--- config.mk ---
export PLATFORM = sky130hd
export DESIGN_NAME = entity_drawer_flat
export DESIGN_NICKNAME = d
export VERILOG_FILES = /design/src/rtl/entity_drawer_pkg.sv /design/src/rtl/entity_drawer_if.sv /design/src/rtl/entity_drawer_raster_counter.sv /design/src/rtl/entity_drawer.sv /design/src/flat_wrapper.sv
export SDC_FILE = /design/constraint.sdc
export NUM_CORES = 1
export LEC_CHECK = 0
export ABC_AREA = 1
export ABC_CLOCK_PERIOD_IN_PS = 4200
export CAP_MARGIN = 20
export CORE_ASPECT_RATIO = 0.5
export CORE_MARGIN = 3
export CORE_UTILIZATION = 53
export DETAILED_ROUTE_END_ITERATION = 7
export PLACE_DENSITY = 0.85
export SLEW_MARGIN = 20
export SYNTH_ARGS = -nofsm -noshare
export SYNTH_HDL_FRONTEND = slang
export SYNTH_SLANG_ARGS = --single-unit
--- constraint.sdc ---
create_clock -name clock -period 4.2 [get_ports clock]
set_input_delay 0.84 -clock clock [delete_from_list [all_inputs] [get_ports clock]]
set_output_delay 0.84 -clock clock [all_outputs]
set_load 0.1 [all_outputs]
--- src/rtl/entity_drawer_pkg.sv ---
// Shared constants for the entity drawer: FSM state encoding, default screen size, palette.
// Pure declarations; no logic.
package entity_drawer_pkg;

    typedef enum logic [2:0] {
        ST_LOAD  = 3'd0,
        ST_SCAN  = 3'd1,
        ST_DRAW  = 3'd2,
        ST_WAIT  = 3'd3,
        ST_CLEAR = 3'd4
    } state_t;

    localparam int DEF_SCR_W = 160;
    localparam int DEF_SCR_H = 120;

    localparam logic [2:0] COL_BLACK = 3'b000;
    localparam logic [2:0] COL_BLUE  = 3'b001;
    localparam logic [2:0] COL_GREEN = 3'b010;

endpackage

--- src/rtl/entity_drawer_if.sv ---
// Pixel write bus towards the VGA adapter: strobe, coordinate and colour.
// No handshake; the adapter takes every strobed pixel.
interface entity_drawer_if #(
    parameter int CW = 3
);
    logic          plot;
    logic [7:0]    xToVGA;
    logic [6:0]    yToVGA;
    logic [CW-1:0] cToVGA;

    modport master (output plot, xToVGA, yToVGA, cToVGA);
    modport slave  (input  plot, xToVGA, yToVGA, cToVGA);
endinterface

--- src/rtl/entity_drawer_raster_counter.sv ---
// Two-level raster counter, x fastest; wraps to (0,0) after (x_lim,y_lim), o_last flags that point.
// Advances one position per cycle with i_step; no backpressure.
module entity_drawer_raster_counter #(
    parameter int XW = 4,
    parameter int YW = 4
) (
    input  logic          clk,
    input  logic          rst_n,
    input  logic          i_clr,
    input  logic          i_step,
    input  logic [XW-1:0] i_x_lim,
    input  logic [YW-1:0] i_y_lim,
    output logic [XW-1:0] o_x,
    output logic [YW-1:0] o_y,
    output logic          o_last
);
    logic [XW-1:0] r_x;
    logic [YW-1:0] r_y;
    logic          w_x_end;

    assign w_x_end = (r_x == i_x_lim);
    assign o_last  = w_x_end && (r_y == i_y_lim);
    assign o_x     = r_x;
    assign o_y     = r_y;

    always_ff @(posedge clk or negedge rst_n) begin
        if (!rst_n) begin
            r_x <= '0;
            r_y <= '0;
        end else if (i_clr) begin
            r_x <= '0;
            r_y <= '0;
        end else if (i_step) begin
            if (w_x_end) begin
                r_x <= '0;
                r_y <= o_last ? '0 : r_y + YW'(1);
            end else begin
                r_x <= r_x + XW'(1);
            end
        end
    end
endmodule

--- src/rtl/entity_drawer.sv ---
// Frame renderer: snapshots entity slots, rasterises each enabled sprite, then clears on the frame tick.
// One pixel per cycle, pixel visible in the same cycle as its counters; the VGA side never stalls.
module entity_drawer
    import entity_drawer_pkg::*;
#(
    parameter int NUM_ENT = 3,
    parameter int SCR_W   = DEF_SCR_W,
    parameter int SCR_H   = DEF_SCR_H,
    parameter int SZW     = 4,
    parameter int CW      = 3
) (
    input  logic                   clock,
    input  logic                   resetn,
    input  logic                   fps,
    input  logic [NUM_ENT-1:0]     ent_en,
    input  logic [NUM_ENT*8-1:0]   ent_x,
    input  logic [NUM_ENT*7-1:0]   ent_y,
    input  logic [NUM_ENT*SZW-1:0] ent_w,
    input  logic [NUM_ENT*SZW-1:0] ent_h,
    input  logic [NUM_ENT*CW-1:0]  ent_c,
    input  logic [CW-1:0]          bg_c,
    entity_drawer_if.master        vga,
    output logic                   busy,
    output logic                   frame_done,
    output logic                   overrun
);
    localparam int SELW  = $clog2(NUM_ENT + 1);
    localparam int SLOTS = 1 << SELW;

    state_t           r_state;
    state_t           w_state_nxt;
    logic [SELW-1:0]  r_sel;
    logic             r_pending;
    logic             r_overrun;

    // Slot tables padded to a power of two so r_sel indexes them without range checks.
    logic [SLOTS-1:0]     w_en_ext;
    logic [SLOTS*8-1:0]   w_x_ext;
    logic [SLOTS*7-1:0]   w_y_ext;
    logic [SLOTS*SZW-1:0] w_w_ext;
    logic [SLOTS*SZW-1:0] w_h_ext;
    logic [SLOTS*CW-1:0]  w_c_ext;

    logic [SLOTS-1:0] r_en;
    logic [7:0]       r_x [SLOTS];
    logic [6:0]       r_y [SLOTS];
    logic [SZW-1:0]   r_w [SLOTS];
    logic [SZW-1:0]   r_h [SLOTS];
    logic [CW-1:0]    r_c [SLOTS];
    logic [CW-1:0]    r_bg;

    logic [SZW-1:0] w_sx;
    logic [SZW-1:0] w_sy;
    logic           w_s_last;
    logic [7:0]     w_cx;
    logic [6:0]     w_cy;
    logic           w_c_last;
    logic [8:0]     w_wx;
    logic [7:0]     w_wy;

    assign w_en_ext = {{(SLOTS-NUM_ENT){1'b0}}, ent_en};
    assign w_x_ext  = {{(8*(SLOTS-NUM_ENT)){1'b0}}, ent_x};
    assign w_y_ext  = {{(7*(SLOTS-NUM_ENT)){1'b0}}, ent_y};
    assign w_w_ext  = {{(SZW*(SLOTS-NUM_ENT)){1'b0}}, ent_w};
    assign w_h_ext  = {{(SZW*(SLOTS-NUM_ENT)){1'b0}}, ent_h};
    assign w_c_ext  = {{(CW*(SLOTS-NUM_ENT)){1'b0}}, ent_c};

    always_ff @(posedge clock or negedge resetn) begin
        if (!resetn) begin
            r_en <= '0;
            r_bg <= '0;
            for (int i = 0; i < SLOTS; i++) begin
                r_x[i] <= '0;
                r_y[i] <= '0;
                r_w[i] <= '0;
                r_h[i] <= '0;
                r_c[i] <= '0;
            end
        end else if (r_state == ST_LOAD) begin
            r_en <= w_en_ext;
            r_bg <= bg_c;
            for (int i = 0; i < SLOTS; i++) begin
                r_x[i] <= w_x_ext[8*i +: 8];
                r_y[i] <= w_y_ext[7*i +: 7];
                r_w[i] <= w_w_ext[SZW*i +: SZW];
                r_h[i] <= w_h_ext[SZW*i +: SZW];
                r_c[i] <= w_c_ext[CW*i +: CW];
            end
        end
    end

    entity_drawer_raster_counter #(.XW(SZW), .YW(SZW)) u_sprite_cnt (
        .clk     (clock),
        .rst_n   (resetn),
        .i_clr   (r_state == ST_SCAN),
        .i_step  (r_state == ST_DRAW),
        .i_x_lim (r_w[r_sel]),
        .i_y_lim (r_h[r_sel]),
        .o_x     (w_sx),
        .o_y     (w_sy),
        .o_last  (w_s_last)
    );

    entity_drawer_raster_counter #(.XW(8), .YW(7)) u_clear_cnt (
        .clk     (clock),
        .rst_n   (resetn),
        .i_clr   (1'b0),
        .i_step  (r_state == ST_CLEAR),
        .i_x_lim (8'(SCR_W - 1)),
        .i_y_lim (7'(SCR_H - 1)),
        .o_x     (w_cx),
        .o_y     (w_cy),
        .o_last  (w_c_last)
    );

    always_ff @(posedge clock or negedge resetn) begin
        if (!resetn) r_state <= ST_LOAD;
        else         r_state <= w_state_nxt;
    end

    always_comb begin
        w_state_nxt = r_state;
        case (r_state)
            ST_LOAD:  w_state_nxt = ST_SCAN;
            ST_SCAN: begin
                if (r_sel == SELW'(NUM_ENT)) w_state_nxt = ST_WAIT;
                else if (r_en[r_sel])        w_state_nxt = ST_DRAW;
            end
            ST_DRAW:  if (w_s_last)          w_state_nxt = ST_SCAN;
            ST_WAIT:  if (fps || r_pending)  w_state_nxt = ST_CLEAR;
            ST_CLEAR: if (w_c_last)          w_state_nxt = ST_LOAD;
            default:  w_state_nxt = ST_LOAD;
        endcase
    end

    always_ff @(posedge clock or negedge resetn) begin
        if (!resetn) begin
            r_sel <= '0;
        end else begin
            case (r_state)
                ST_LOAD: r_sel <= '0;
                ST_SCAN: if (r_sel != SELW'(NUM_ENT) && !r_en[r_sel]) r_sel <= r_sel + SELW'(1);
                ST_DRAW: if (w_s_last) r_sel <= r_sel + SELW'(1);
                default: ;
            endcase
        end
    end

    // Only one tick is remembered; WAIT always hands off to CLEAR, so that is where pending drops.
    always_ff @(posedge clock or negedge resetn) begin
        if (!resetn) begin
            r_pending <= 1'b0;
            r_overrun <= 1'b0;
        end else begin
            r_overrun <= fps && r_pending;
            if (r_state == ST_WAIT) r_pending <= 1'b0;
            else if (fps)           r_pending <= 1'b1;
        end
    end

    assign w_wx    = 9'(r_x[r_sel]) + 9'(w_sx);
    assign w_wy    = 8'(r_y[r_sel]) + 8'(w_sy);
    assign overrun = r_overrun;

    always_comb begin
        vga.plot   = 1'b0;
        vga.xToVGA = '0;
        vga.yToVGA = '0;
        vga.cToVGA = CW'(COL_BLACK);
        busy       = (r_state != ST_WAIT);
        frame_done = 1'b0;
        case (r_state)
            ST_SCAN: frame_done = (r_sel == SELW'(NUM_ENT));
            ST_DRAW: begin
                vga.plot   = (w_wx < 9'(SCR_W)) && (w_wy < 8'(SCR_H));
                vga.xToVGA = w_wx[7:0];
                vga.yToVGA = w_wy[6:0];
                vga.cToVGA = r_c[r_sel];
            end
            ST_CLEAR: begin
                vga.plot   = 1'b1;
                vga.xToVGA = w_cx;
                vga.yToVGA = w_cy;
                vga.cToVGA = r_bg;
            end
            default: ;
        endcase
    end
endmodule

--- src/flat_wrapper.sv ---
// flat-port wrapper written by rule: the top's interface ports become plain ports
module entity_drawer_flat import entity_drawer_pkg::*;
#(
    parameter int NUM_ENT = 3,
    parameter int SCR_W   = DEF_SCR_W,
    parameter int SCR_H   = DEF_SCR_H,
    parameter int SZW     = 4,
    parameter int CW      = 3
)
  (clock, resetn, fps, ent_en, ent_x, ent_y, ent_w, ent_h, ent_c, bg_c, busy, frame_done, overrun, vga_plot, vga_xToVGA, vga_yToVGA, vga_cToVGA);
  entity_drawer_if #(.CW(CW)) vga_i ();
  input  logic clock;
  input  logic resetn;
  input  logic fps;
  input  logic [NUM_ENT-1:0] ent_en;
  input  logic [NUM_ENT*8-1:0] ent_x;
  input  logic [NUM_ENT*7-1:0] ent_y;
  input  logic [NUM_ENT*SZW-1:0] ent_w;
  input  logic [NUM_ENT*SZW-1:0] ent_h;
  input  logic [NUM_ENT*CW-1:0] ent_c;
  input  logic [CW-1:0] bg_c;
  output logic busy;
  output logic frame_done;
  output logic overrun;
  output wire logic [$bits(vga_i.plot)-1:0] vga_plot;
  output wire logic [$bits(vga_i.xToVGA)-1:0] vga_xToVGA;
  output wire logic [$bits(vga_i.yToVGA)-1:0] vga_yToVGA;
  output wire logic [$bits(vga_i.cToVGA)-1:0] vga_cToVGA;
  assign vga_plot = vga_i.plot;
  assign vga_xToVGA = vga_i.xToVGA;
  assign vga_yToVGA = vga_i.yToVGA;
  assign vga_cToVGA = vga_i.cToVGA;
  entity_drawer #(.NUM_ENT(NUM_ENT), .SCR_W(SCR_W), .SCR_H(SCR_H), .SZW(SZW), .CW(CW)) u_core (.clock(clock), .resetn(resetn), .fps(fps), .ent_en(ent_en), .ent_x(ent_x), .ent_y(ent_y), .ent_w(ent_w), .ent_h(ent_h), .ent_c(ent_c), .bg_c(bg_c), .vga(vga_i), .busy(busy), .frame_done(frame_done), .overrun(overrun));
endmodule
Word-level counts from Yosys, hierarchy flattened
Index checks and enable logic that the tools add are counted.

Bits in registers: 114. Input port bits: 87. Output and inout bits: 22. Word-level logic and storage cells: 111.

$add $sub $neg: 7. $lt $le $gt $ge: 4. Equality and inequality tests: 16. Muxes and demuxes: 42. Bitwise operators: 1. Reduce and logical (&&, ||, !) cells: 16.

Operators by type and width (count): $mux 4 (11); $mux 8 (3); $mux 3 (7); $mux 7 (3); $bmux 4 s2 (2); $bmux 8 s2 (1); $pmux 8 s2 (1); $pmux 3 s5 (1); $bmux 7 s2 (1); $pmux 7 s2 (1); $add 8x4->9 (1); $lt 9x8->1 const B (1); $add 4x1->4 const B (2); $add 7x4->8 (1); $add 8x1->8 const B (1); $eq 4x4->1 (2); $eq 8x8->1 const B (1); $lt 8x7->1 const B (1); $ne 2x1->1 const B (4); $add 7x1->7 const B (1); $eq 7x7->1 const B (1); $bmux 3 s2 (1); $eq 3x2->1 const B (2); $pmux 2 s3 (1); 24 further kinds (35).

Logic depth before layout (Yosys ltp)
Gate-level depths: netlist of the first run.

Word-level depth: 10. Gate-level depth with buffers: 21.

By module
A second synthesis of the first run with hierarchy kept.

Cell total of the unflattened synthesis: 773. Area, all modules: 6449.9 um2.

By module, submodules not included: entity_drawer (times used 1, cells each 502, area an instance 4702.0 um2); entity_drawer_raster_counter (u_core.u_clear_cnt) (times used 1, cells each 173, area an instance 1099.8 um2); entity_drawer_raster_counter (u_core.u_sprite_cnt) (times used 1, cells each 98, area an instance 648.1 um2).

Worst setup path after synthesis of the first run
No wires, ideal clock.

Path type: register to output. Start: register u_core.r_sel[0]. End: output vga_xToVGA[4]. Arrival: 4.411 ns. Required time: 3.360 ns. Slack: -1.051 ns. Stages on the path, launching flop included: 17. Path through: dfrtp_1 -> inv_2 -> nand2_4 -> inv_2 -> buf_6 -> clkbuf_1 -> nand2_1 -> o21ai_0 -> ha_1 -> fa_1 -> nand2_1 -> inv_1 -> o21ai_0 -> nand2_1 -> nand2_1 -> clkinv_1 -> o32ai_1.

Cells in the longest elaborated chain, start to end: 6.

RTL lines: from (decl) (RTL line entity_drawer.sv:32) `logic [SELW-1:0] r_sel;`; from (signal assigned) (RTL line entity_drawer.sv:142) `ST_SCAN: if (r_sel != SELW'(NUM_ENT) && !r_en[r_sel]) r_sel <= r_sel + SELW'(1);`; from (signal assigned) (RTL line entity_drawer.sv:143) `ST_DRAW: if (w_s_last) r_sel <= r_sel + SELW'(1);`; $not 2->3 (not written as such) (RTL line entity_drawer.sv:161) `assign w_wx = 9'(r_x[r_sel]) + 9'(w_sx);`; $bmux 8 s2 (RTL line entity_drawer.sv:161); $mux 8 (not written as such) (2 in a row) (RTL line entity_drawer.sv:161); $add 8x4->9 (RTL line entity_drawer.sv:161); $pmux 8 s2 (RTL line entity_drawer.sv:172) `case (r_state)`; to (decl) (RTL line flat_wrapper.sv:26) `output wire logic [$bits(vga_i.xToVGA)-1:0] vga_xToVGA;`.

Every way passes these cells. The select of a mux whose other input is x is not followed.

Worst setup path after layout of the first run
Start: register u_core.r_sel[1]. End: output vga_plot.

Cells in the longest elaborated chain, start to end: 8.

RTL lines: $not 2->3 (not written as such) * (RTL line entity_drawer.sv:161, entity_drawer.sv:162); $bmux 8 s2 or $bmux 7 s2 (tied branches) (RTL line entity_drawer.sv:161, entity_drawer.sv:162); $mux 8 (not written as such) or $mux 7 (tied branches) (2 in a row) (RTL line entity_drawer.sv:161, entity_drawer.sv:162); $add 8x4->9 or $add 7x4->8 (tied branches) (RTL line entity_drawer.sv:161, entity_drawer.sv:162); $lt 9x8->1 or $lt 8x7->1 (tied branches) (RTL line entity_drawer.sv:175) `vga.plot = (w_wx < 9'(SCR_W)) && (w_wy < 8'(SCR_H));`; $logic_and 1x1->1 * (RTL line entity_drawer.sv:175); $pmux 1 s2 * (RTL line entity_drawer.sv:172); to (decl) (RTL line flat_wrapper.sv:25) `output wire logic [$bits(vga_i.plot)-1:0] vga_plot;`.

Mark *: on every way between the ends. The rest lies on a longest branch, timed or not. The select of a mux whose other input is x is not followed.

==> impl_results.md, run 1 <==
* Synth area leaders: dfrtp_1, mux2_2, nand2_1, nor2_1, inv_1
* Port-buffer cells at 108
* Yosys warning count at 0
* Post-synthesis sequential area ratio at 47.6%
* Post-synth cell types at 40
* Maximum vdd drop at 408 uV
* # Post-CTS Setup Buffers at 0
* Status: complete, no violations
* Area of the multi-input gates at 2800 sq um
* Lkg Pwr at 0.00369 uW
* HPWL Detailed at 11700 um
* Async set-reset flop share out of synthesis at 100%
* Row count at 26
* Dominant cell by count in the synthesized netlist: nand2_1
* Final-report hold violation count at 0
* WL/cell at 17.6 um
* Root buf cell: clkbuf_16
* Max Buffers Root-to-Sink at 2
* Clock power share at 23.1%
* Final worst path period share at 95.3%
* Remaining DRCs at 0
* Internal Power at 3850 uW
* R2r setup slk at 2050 ps
* GRT Overall Usage at 27.2%
* Die Wd at 156 um
* Clock transition at path regs at 50 ps
* Ant diodes at 0
* Worst-Margin Slew at 964 ps
* Final setup fails at 0
* Core ar. at 10600 sq um
* DRT antenna net count at 0
* Initial DRC count at 397
* Number of global-route vias before repair at 5232
* CP Launch Type: flip-flop
* Share of cells above drive strength 1 at 18.8%
* Top cells by count, synth: nand2_1, dfrtp_1, nor2_1
* Total congestion overflow at 0
* Global-route wire length before repair at 26400 um
* Synth area leader: dfrtp_1
* Initial antenna violation count at 0
* WP data required at 3360 ps
* Net Sw Frac at 42.3%
* Crit path max fanout at 23
* Seq. cell area at 2850 sq um
* Pin count of the biggest net entering global routing at 71
* Post-Syn Instances at 682
* Layout area overhead at 34.3%
* Ys flop type: dfrtp_1
* Post-DR vias/cell at 5.59
* Arr. time, crit path at 3160 ps
* Final #Nets at 895
* FILL cells at 720
* Critical path class: reg -> out
* IO Count at 109
* Critical Path Sink Type: primary output
* Clk sink count at 114
* Unrepaired setup endpoints after global routing: no
* Syn nets at 784
* Clock Skew at 9.04 ps
* Pwr/cell area at 828 nW/um^2
* WL final at 16700 um
* Post-synthesis cell area at 5990 sq um
* EDFF count, synth at 0
* CTS resizes at 2
* Part of the power in registers at 28.0%
* Die area at 12700 sq um
* Fin util at 75.9%
* #FFs+latches synth at 114
* FMAX at 250 MHz
* Clock latency at the later pin of the worst-skew pair at 420 ps
* HP Class: reg -> reg
* Minimum clock period at 4000 ps
* Yosys top cell area share at 47.6%
* Slew margin rel. at 35.5%
* Placed cell areas at 7400 sq um
* Length of the first detailed-routing pass in iterations at 7
* Syn Area/Cell at 8.78 sq um
* NetSw at 2810 uW
* Max Cap Viol at 0
* Placer Congestion at 0.917
* Final Cell Area at 8050 sq um
* Total CTS buffers at 17
* CTS tree: built
* Via count at 5278
* Die height at 81.2 um
* Hold Buf Count CTS at 0
* Starting Density at 56.5%
* Max-slew violation count at 0
* Combinational share of power at 48.8%
* Htree depth at 4
## worst max-delay path, cell delays in order (launching register included)
cell      delay, ps
dfrtp_2         470
nand2_4         120
inv_4           110
nand2_1          90
o21ai_0         100
ha_1            230
fa_1            400
nand2_1          70
inv_1            50
o21ai_0         150
nand2_1          90
nand2_1          90
clkinv_1        120
nand3_1         100
nand2_1          50
nor2_1          100
nand3_1          90
nand2_1         120
buf_12          180
## cell families after synthesis
logic type	synth area share [%]
flops	47.6
xor+xnor	2.05
compound gates	9.21
buf+inv	6.68
mux	11.3
fa+ha+maj	3.38
simple gates	19.8
## power groups by stage
stage | Clock [uW] | Sequential [uW] | Combinational, uW
2_1_floorplan | 0 | 1780 | 2300
3_3_place_gp | 0 | 1830 | 3060
3_5_place_dp | 0 | 1850 | 3150
4_1_cts | 1550 | 1850 | 3220
5_1_grt | 1600 | 1900 | 3550
6_report | 1540 | 1870 | 3250
## path summary, 6_finish.rpt
| check | startpoint | depth (start not counted) | end |
|---|---|---|---|
| worst min-delay path | u_core.r_pending | 2 | u_core.overrun |
| worst max register to register | u_core.r_state[2] | 4 | u_core.r_x[23] |
| max in group asynchronous | resetn | 2 | u_core.u_clear_cnt.o_y[0] |
| min in group asynchronous | resetn | 1 | u_core.r_h[13] |
| worst min register to register | u_core.r_pending | 2 | u_core.overrun |
| worst max-delay path | u_core.r_sel[1] | 18 | vga_plot |
## sequential cells by signal, summed over array words and instances (netlist names), 4 cells and up
register and flops:
u_core.r_c 9, u_core.r_h 12, u_core.r_w 12, u_core.r_x 24, u_core.r_y 21, u_core.u_clear_cnt.o_x 8
u_core.u_clear_cnt.o_y 7, u_core.u_sprite_cnt.o_x 4, u_core.u_sprite_cnt.o_y 4
## cell type report
| type | instances | share of cell area (%) |
|---|---|---|
| tap | 140 | 2.18 |
| clock buffer | 22 | 5.89 |
| clock inverter | 9 | 1.91 |
| inverter | 79 | 3.78 |
| timing repair buffer | 115 | 16.0 |
| multi-input combinational | 466 | 34.7 |
| sequential | 114 | 35.5 |
## layout by cell type (no fill, tap or decap), types with 13 or more instances in the layout
cell type / netlist / layout
buf_12: 0 / 16
a21oi_1: 31 / 31
ha_1: 13 / 13
clkdlybuf4s50_1: 0 / 87
nand3_1: 41 / 41
inv_1: 68 / 68
nand2_1: 139 / 138
nor2_1: 70 / 70
dfrtp_1: 114 / 113
mux2_2: 60 / 60
clkbuf_16: 0 / 17
o21ai_0: 44 / 40
## per-layer routing
| metal | wire length (um) | GRT usage, % | vias to the layer above |
|---|---|---|---|
| met5 | 0 | 0 | - |
| met2 | 7910 | 44.4 | 220 |
| met4 | 316 | 9.87 | 0 |
| met1 | 7180 | 35.2 | 2570 |
| li1 | - | - | 2452 |
| met3 | 1240 | 7.50 | 36 |
## metrics by stage
stage               hold WS, ps  setup WS (ps)  cells  power (uW)  setup TNS [ps]
finish                      467            195    945        6660               0
global route                500           3.41    945        7050               0
CTS                         470           16.3    945        6610               0
detailed placement          457            430    914        5010               0
global placement            444            519    914        4890               0
floorplan                   435          -48.5    682        4080           -48.5
Power figures use the tool's default switching activity.
==> run 2: changes to the inputs <==
--- a/config.mk
+++ b/config.mk
@@ -10,10 +10,12 @@
 export CAP_MARGIN = 20
 export CORE_ASPECT_RATIO = 0.5
 export CORE_MARGIN = 3
-export CORE_UTILIZATION = 53
+export CORE_UTILIZATION = 60
 export DETAILED_ROUTE_END_ITERATION = 7
-export PLACE_DENSITY = 0.85
+export DONT_BUFFER_PORTS = 1
+export PLACE_DENSITY = 0.8
 export SLEW_MARGIN = 20
 export SYNTH_ARGS = -nofsm -noshare
 export SYNTH_HDL_FRONTEND = slang
+export SYNTH_HIERARCHICAL = 1
 export SYNTH_SLANG_ARGS = --single-unit
==> run 2 against run 1 <==
Via count up 6.1%. Hold slack worse by 340 ps. Die area down 4.6%. Routed wire length up 2.3%. Critical path depth down 4. Largest cell class is now multi-input gates. Largest power group unchanged. Highest routed layer unchanged.
==> impl_results.md, run 2 <==
* WP data required at 3360 ps (about the same)
* Share of cells above drive strength 1 at 21.8% (was 18.8%)
* Crit path max-delay family: simple AND/OR/NAND/NOR gates (unchanged)
* Worst path slowest cell: dfrtp_2 (unchanged)
* Htree depth at 4 (unchanged)
* Global-route wire length before repair at 26400 um (about the same)
* Pwr/cell area at 882 nW/um^2 (was 828 nW/um^2)
* Die area at 12100 sq um (was 12700 sq um)
* Total congestion overflow at 0 (unchanged)
* Max reg flops at 24 (unchanged)
* WL/cell at 17.4 um (was 17.6 um)
* Setup TNS Final at 0 ps (unchanged)
* Root buf cell: clkbuf_16 (unchanged)
* DRT antenna net count at 0 (unchanged)
* Number of global-route vias before repair at 5506 (was 5232)
* Ant diodes at 0 (unchanged)
* Syn Area/Cell at 8.34 sq um (was 8.78 sq um)
* Port-buffer cells at 0 (was 108)
* Placer Congestion at 0.907 (was 0.917)
* Largest registers: u_core/r_x x24, u_core/r_y x21 (was u_core.r_x x24, u_core.r_y x21)
* Initial antenna violation count at 0 (unchanged)
* Final Cell Area at 7720 sq um (was 8050 sq um)
* Most common cell after layout, fill and taps aside: nand2_1 (unchanged)
* Total CTS buffers at 17 (unchanged)
* Hold_ws at 123 ps (was 467 ps)
* Yosys warning count at 6 (was 0)
* HP Class: in -> async (was reg -> reg)
* Layout area overhead at 19.7% (was 34.3%)
* Highest-count cells in the layout ignoring fill and taps: nand2_1, dfrtp_1, inv_1, nor2_1, mux2_2 (was nand2_1, dfrtp_1, clkdlybuf4s50_1, nor2_1, inv_1)
* CP Launch Type: flip-flop (unchanged)
* Clk sink count at 114 (unchanged)
* Synth area leaders: dfrtp_1, mux2_2, nand2_1, inv_1, nor2_1 (was dfrtp_1, mux2_2, nand2_1, nor2_1, inv_1)
* Post-DR vias/cell at 5.71 (was 5.59)
* Synth area leader: dfrtp_1 (unchanged)
* Row count at 26 (unchanged)
* Pin count of the biggest net entering global routing at 115 (was 71)
* #FFs+latches synth at 114 (unchanged)
* Placed cell areas at 7050 sq um (was 7400 sq um)
* Minimum clock period at 4080 ps (was 4000 ps)
* Status: complete, no violations (unchanged)
* FMAX at 245 MHz (was 250 MHz)
* Crit path max fanout at 12 (was 23)
* Dominant cell by count in the synthesized netlist: nand2_1 (unchanged)
* Max Buffers Root-to-Sink at 2 (unchanged)
* Lkg Pwr at 0.00378 uW (was 0.00369 uW)
* CTS tree: built (unchanged)
* Top cells by count, synth: nand2_1, dfrtp_1, inv_1 (was nand2_1, dfrtp_1, nor2_1)
* Critical path class: reg -> out (unchanged)
* Clock Skew at 5.78 ps (was 9.04 ps)
* WL final at 17000 um (was 16700 um)
* Die height at 79.3 um (was 81.2 um)
* Most flop-heavy register: u_core/r_x (was u_core.r_x)
* CP most frequent cell: nand2_1 (unchanged)
* Worst-Margin Slew at 891 ps (was 964 ps)
* Clock latency at the later pin of the worst-skew pair at 410 ps (was 420 ps)
* Max-slew violation count at 0 (unchanged)
* Final worst path period share at 97.2% (was 95.3%)
* Post-synthesis cell area at 6450 sq um (was 5990 sq um)
* GRT Overall Usage at 27.8% (was 27.2%)
* EDFF count, synth at 0 (unchanged)
* Final setup fails at 0 (unchanged)
* Core ar. at 10300 sq um (was 10600 sq um)
* Worst path bufs/invs at 3 (was 4)
* Ys flop type: dfrtp_1 (unchanged)
* Slew margin rel. at 40.7% (was 35.5%)
* Async set-reset flop share out of synthesis at 100% (unchanged)
* Starting Density at 62.3% (was 56.5%)
* Remaining DRCs at 0 (unchanged)
* Worst r2r src: u_core/r_sel[1] (was u_core.r_state[2])
* Post-synthesis sequential area ratio at 44.2% (was 47.6%)
* Max Cap Viol at 0 (unchanged)
* Post-synth cell types at 34 (was 40)
* IO Count at 109 (unchanged)
* Arr. time, crit path at 3240 ps (was 3160 ps)
* Die Wd at 153 um (was 156 um)
* Length of the first detailed-routing pass in iterations at 6 (was 7)
* Final #Nets at 932 (was 895)
* Critical Path Sink Type: primary output (unchanged)
* HPWL Detailed at 10900 um (was 11700 um)
* CP Launch Point: u_core/r_sel[0] (was u_core.r_sel[1])
* Crit path cell chain: buf_4, or2_1, a32oi_2, inv_2, ha_1, nand2_1, nand2_1, nand3_1, nand2_1, nand3_2, o21bai_1, nand3_1, nand2_1, buf_12 (was nand2_4, inv_4, nand2_1, o21ai_0, ha_1, fa_1, nand2_1, inv_1, o21ai_0, nand2_1, nand2_1, clkinv_1, nand3_1, nand2_1, nor2_1, nand3_1, nand2_1, buf_12)
* Initial DRC count at 553 (was 397)
* Maximum vdd drop at 426 uV (was 408 uV)
* Final-report hold violation count at 0 (unchanged)
* Clock transition at path regs at 50 ps (about the same)
* Via count at 5602 (was 5278)
* Yosys top cell area share at 44.2% (was 47.6%)
* Post-Syn Instances at 773 (was 682)
* Worst path max stage delay at 480 ps (was 470 ps)
run 2: cell count changes in the layout (fill, tap and decap cells not counted), moves of 8 or more:
cell | previous run | this run
conb_1 | 0 | 32
inv_1 | 68 | 88
nand2_1 | 138 | 183
clkdlybuf4s50_1 | 87 | 0
o21ai_2 | 3 | 17
buf_4 | 10 | 18
mux2_2 | 60 | 68
run 2: stage by stage:
stage	power [uW]	utilization (%)	worst slack, ps	std cells
after floorplan	4310	-	-360	803
after global placement	4990	68.1	514	946
after detailed placement	5120	68.1	370	946
after CTS	6680	74.0	22.1	976
after global routing	7170	74.6	-43.2	981
final	6810	74.6	118	981
run 2: cell families (layout without fill, tap and decap cells):
logic type | count (synthesis) | in the layout | synth area share, %
other | 2 | 32 | 0.116
buffers and inverters | 123 | 161 | 7.60
AND/OR/NAND/NOR | 331 | 331 | 21.7
adder cells (fa/ha/maj) | 15 | 15 | 3.14
flip-flops | 114 | 114 | 44.2
XOR/XNOR | 18 | 18 | 2.44
multiplexers | 68 | 68 | 11.9
AO/OA/AOI/OAI | 102 | 102 | 8.92
run 2: worst paths after layout:
path                                        endpoint  slack (ps)  cells past startpoint
max                                    vga_xToVGA[7]         120                     14
min                        u_core/u_clear_cnt/o_y[4]         120                      0
max reg2reg                          u_core/r_sel[1]        1410                     17
min reg2reg                           u_core/overrun         490                      2
max in group asynchronous            u_core/r_sel[0]        3850                      0
min in group clock                    u_core/overrun         490                      2
run 2: final cells by class:
class | count | area [sq um]
multi-input cells | 566 | 3290
well taps | 140 | 175
repair buffers | 32 | 415
flip-flops and latches | 114 | 2850
inverters | 99 | 377
fillers | 690 | 2630
clock buffers | 20 | 447
clock inverters | 10 | 160
run 2: metal layers:
| layer | up-vias | wire [um] | GRT usage [%] |
|---|---|---|---|
| met5 | - | 0 | 0 |
| met4 | 0 | 691 | 11.2 |
| met3 | 80 | 1400 | 8.38 |
| met2 | 316 | 8250 | 47.8 |
| met1 | 2633 | 6700 | 33.3 |
| li1 | 2573 | - | - |
run 2: timing repair:
action                                  4_1_cts  5_1_grt
pin swaps                                     0        1
resized for setup                             1        7
hold buffers                                  0        0
buffers inserted                              0        5
endpoints found under the setup margin        2        5
run 2: power breakdown:
part           switching, uW  internal (uW)
Clock                    493            999
Sequential               349           1590
Combinational           2100           1280
Total                   2940           3870
==> run 3: changes to the inputs <==
--- a/config.mk
+++ b/config.mk
@@ -9,12 +9,11 @@
 export ABC_CLOCK_PERIOD_IN_PS = 4200
 export CAP_MARGIN = 20
 export CORE_ASPECT_RATIO = 0.5
-export CORE_MARGIN = 3
+export CORE_MARGIN = 4
 export CORE_UTILIZATION = 60
 export DETAILED_ROUTE_END_ITERATION = 7
 export DONT_BUFFER_PORTS = 1
 export PLACE_DENSITY = 0.8
-export SLEW_MARGIN = 20
 export SYNTH_ARGS = -nofsm -noshare
 export SYNTH_HDL_FRONTEND = slang
 export SYNTH_HIERARCHICAL = 1
==> run 3 against run 2 <==
Design area increased by 0.29%. Power increased by 0.26%. Via count is 0.25% lower. Sequential share of layout area down 0.091 points. First-iteration DRC count is 6.7% lower. Final cell count grew 0.31%. Utilization grew 0.22 points. Global-route usage fell by 1.3 points. Critical endpoint is now vga_plot. Largest power group unchanged.
==> impl_results.md, run 3 (synthesized netlist as in run 2, its figures left out) <==
* Pre-CTS setup slack at 419 ps (was 370 ps)
* WP data required at 3360 ps (about the same)
* WL final at 16900 um (was 17000 um)
* Non-filler cells, final at 984 (was 981)
* Die area at 12600 sq um (was 12100 sq um)
* Share of cells above drive strength 1 at 22.2% (was 21.8%)
* Initial antenna violation count at 0 (unchanged)
* Crit path max fanout at 8 (was 12)
* Starting Density at 62.3% (unchanged)
* Critical Path Sink Type: primary output (unchanged)
* Worst path slowest cell: dfrtp_2 (unchanged)
* HP Class: in -> async (unchanged)
* Placed Cells at 945 (was 946)
* Via count at 5588 (was 5602)
* CTS tree: built (unchanged)
* Highest-count cells in the layout ignoring fill and taps: nand2_1, dfrtp_1, inv_1, nor2_1, mux2_2 (unchanged)
* Clk sink count at 114 (unchanged)
* FILL cells at 671 (was 690)
* Critical path class: reg -> out (unchanged)
* Die Wd at 155 um (was 153 um)
* Worst path bufs/invs at 5 (was 3)
* Final WS setup at 156 ps (was 118 ps)
* Remaining DRCs at 0 (unchanged)
* Maximum vdd drop at 499 uV (was 426 uV)
* Layout area overhead at 20.0% (was 19.7%)
* GRT Overall Usage at 26.6% (was 27.8%)
* Minimum clock period at 4040 ps (was 4080 ps)
* Placer Congestion at 0.941 (was 0.907)
* Length of the first detailed-routing pass in iterations at 6 (unchanged)
* Post-DR vias/cell at 5.68 (was 5.71)
* Final setup fails at 0 (unchanged)
* Total CTS buffers at 17 (unchanged)
* Max reg flops at 24 (unchanged)
* HPWL Detailed at 11100 um (was 10900 um)
* Clock Skew at 8.24 ps (was 5.78 ps)
* Pin count of the biggest net entering global routing at 115 (unchanged)
* Max Cap Viol at 0 (unchanged)
* Arr. time, crit path at 3200 ps (was 3240 ps)
* Largest registers: u_core/r_x x24, u_core/r_y x21 (unchanged)
* Hold_ws at 119 ps (was 123 ps)
* CP Launch Type: flip-flop (unchanged)
* Htree depth at 4 (unchanged)
* Worst path max stage delay at 480 ps (about the same)
* Status: complete, no violations (unchanged)
* Clock latency at the later pin of the worst-skew pair at 410 ps (about the same)
* Max Buffers Root-to-Sink at 2 (unchanged)
* Total congestion overflow at 0 (unchanged)
* WL/cell at 17.2 um (was 17.4 um)
* Final #Nets at 932 (unchanged)
* Number of global-route vias before repair at 5355 (was 5506)
* Final worst path period share at 96.3% (was 97.2%)
* Global-route wire length before repair at 26000 um (was 26400 um)
* Initial DRC count at 516 (was 553)
* IO Count at 109 (unchanged)
* Lkg Pwr at 0.00378 uW (about the same)
* Final-report hold violation count at 0 (unchanged)
* Most common cell after layout, fill and taps aside: nand2_1 (unchanged)
* FMAX at 247 MHz (was 245 MHz)
* Row count at 26 (unchanged)
* Slew margin rel. at 41.1% (was 40.7%)
* Power Total at 6820 uW (was 6810 uW)
* Port-buffer cells at 0 (unchanged)
* Clock transition at path regs at 60 ps (was 50 ps)
* Max-slew violation count at 0 (unchanged)
* Die height at 81.3 um (was 79.3 um)
* DRT antenna net count at 0 (unchanged)
* Hold Buf Count CTS at 0 (unchanged)
* CP most frequent cell: nand2_1 (unchanged)
* Crit path max-delay family: simple AND/OR/NAND/NOR gates (unchanged)
* Root buf cell: clkbuf_16 (unchanged)
* Pwr/cell area at 882 nW/um^2 (about the same)
* Most flop-heavy register: u_core/r_x (unchanged)
* Core ar. at 10300 sq um (unchanged)
* Crit path cell chain: buf_4, nor2_4, buf_4, nand2_1, o21ai_0, ha_1, inv_1, fa_1, nor2_1, nor2_1, inv_1, nand2_1, o21ai_1, nand2_1, nand3_1, nand3_1, nand2_1, buf_12 (was buf_4, or2_1, a32oi_2, inv_2, ha_1, nand2_1, nand2_1, nand3_1, nand2_1, nand3_2, o21bai_1, nand3_1, nand2_1, buf_12)
* Worst-Margin Slew at 884 ps (was 891 ps)
## run 3: final cells by class
cell class / count / area, sq um / share of cell area [%]
repair buffers: 32 / 423 / 5.46
multi-input cells: 566 / 3280 / 42.4
clock inverters: 13 / 173 / 2.23
flip-flops and latches: 114 / 2860 / 36.9
inverters: 99 / 377 / 4.87
well taps: 140 / 175 / 2.26
clock buffers: 19 / 453 / 5.85
diodes: 1 / 2.50 / 0.0323
## run 3: worst paths after layout
kind,depth (start not counted),slack [ps],endpoint,from
max,18,160,vga_plot,u_core/r_sel[0]
min,0,120,u_core/r_c[6],resetn
max reg2reg,16,1450,u_core/r_sel[1],u_core/r_sel[0]
min reg2reg,2,460,u_core/overrun,u_core/r_pending
max in group asynchronous,0,3950,u_core/r_sel[0],resetn
min in group clock,2,460,u_core/overrun,u_core/r_pending
## run 3: repair_timing
item / 4_1_cts / 5_1_grt
gates resized for setup: 1 / 8
buffers inserted: 0 / 5
endpoints found under the setup margin: 1 / 6
pin swaps: 0 / 1
## run 3: where the power goes
group	internal (uW)	switching [uW]	total, uW
Sequential	1590	367	1950
Clock	974	538	1510
Combinational	1300	2060	3360
Total	3860	2970	6820
## run 3: layer usage
| metal | vias to the layer above | track usage (%) | routed length [um] |
|---|---|---|---|
| met4 | 0 | 8.63 | 452 |
| met1 | 2653 | 33.2 | 6850 |
| met3 | 64 | 6.49 | 1400 |
| met5 | - | 0 | 0 |
| met2 | 291 | 46.3 | 8210 |
| li1 | 2580 | - | - |
## run 3: through the flow
stage | instance area [sq um] | setup TNS, ps | util [%]
finish | 7740 | 0 | 74.8
global route | 7740 | -4.80 | 74.8
CTS | 7650 | 0 | 74.0
detailed placement | 7030 | 0 | 67.9
global placement | 7030 | 0 | 67.9
floorplan | 6570 | -360 | -
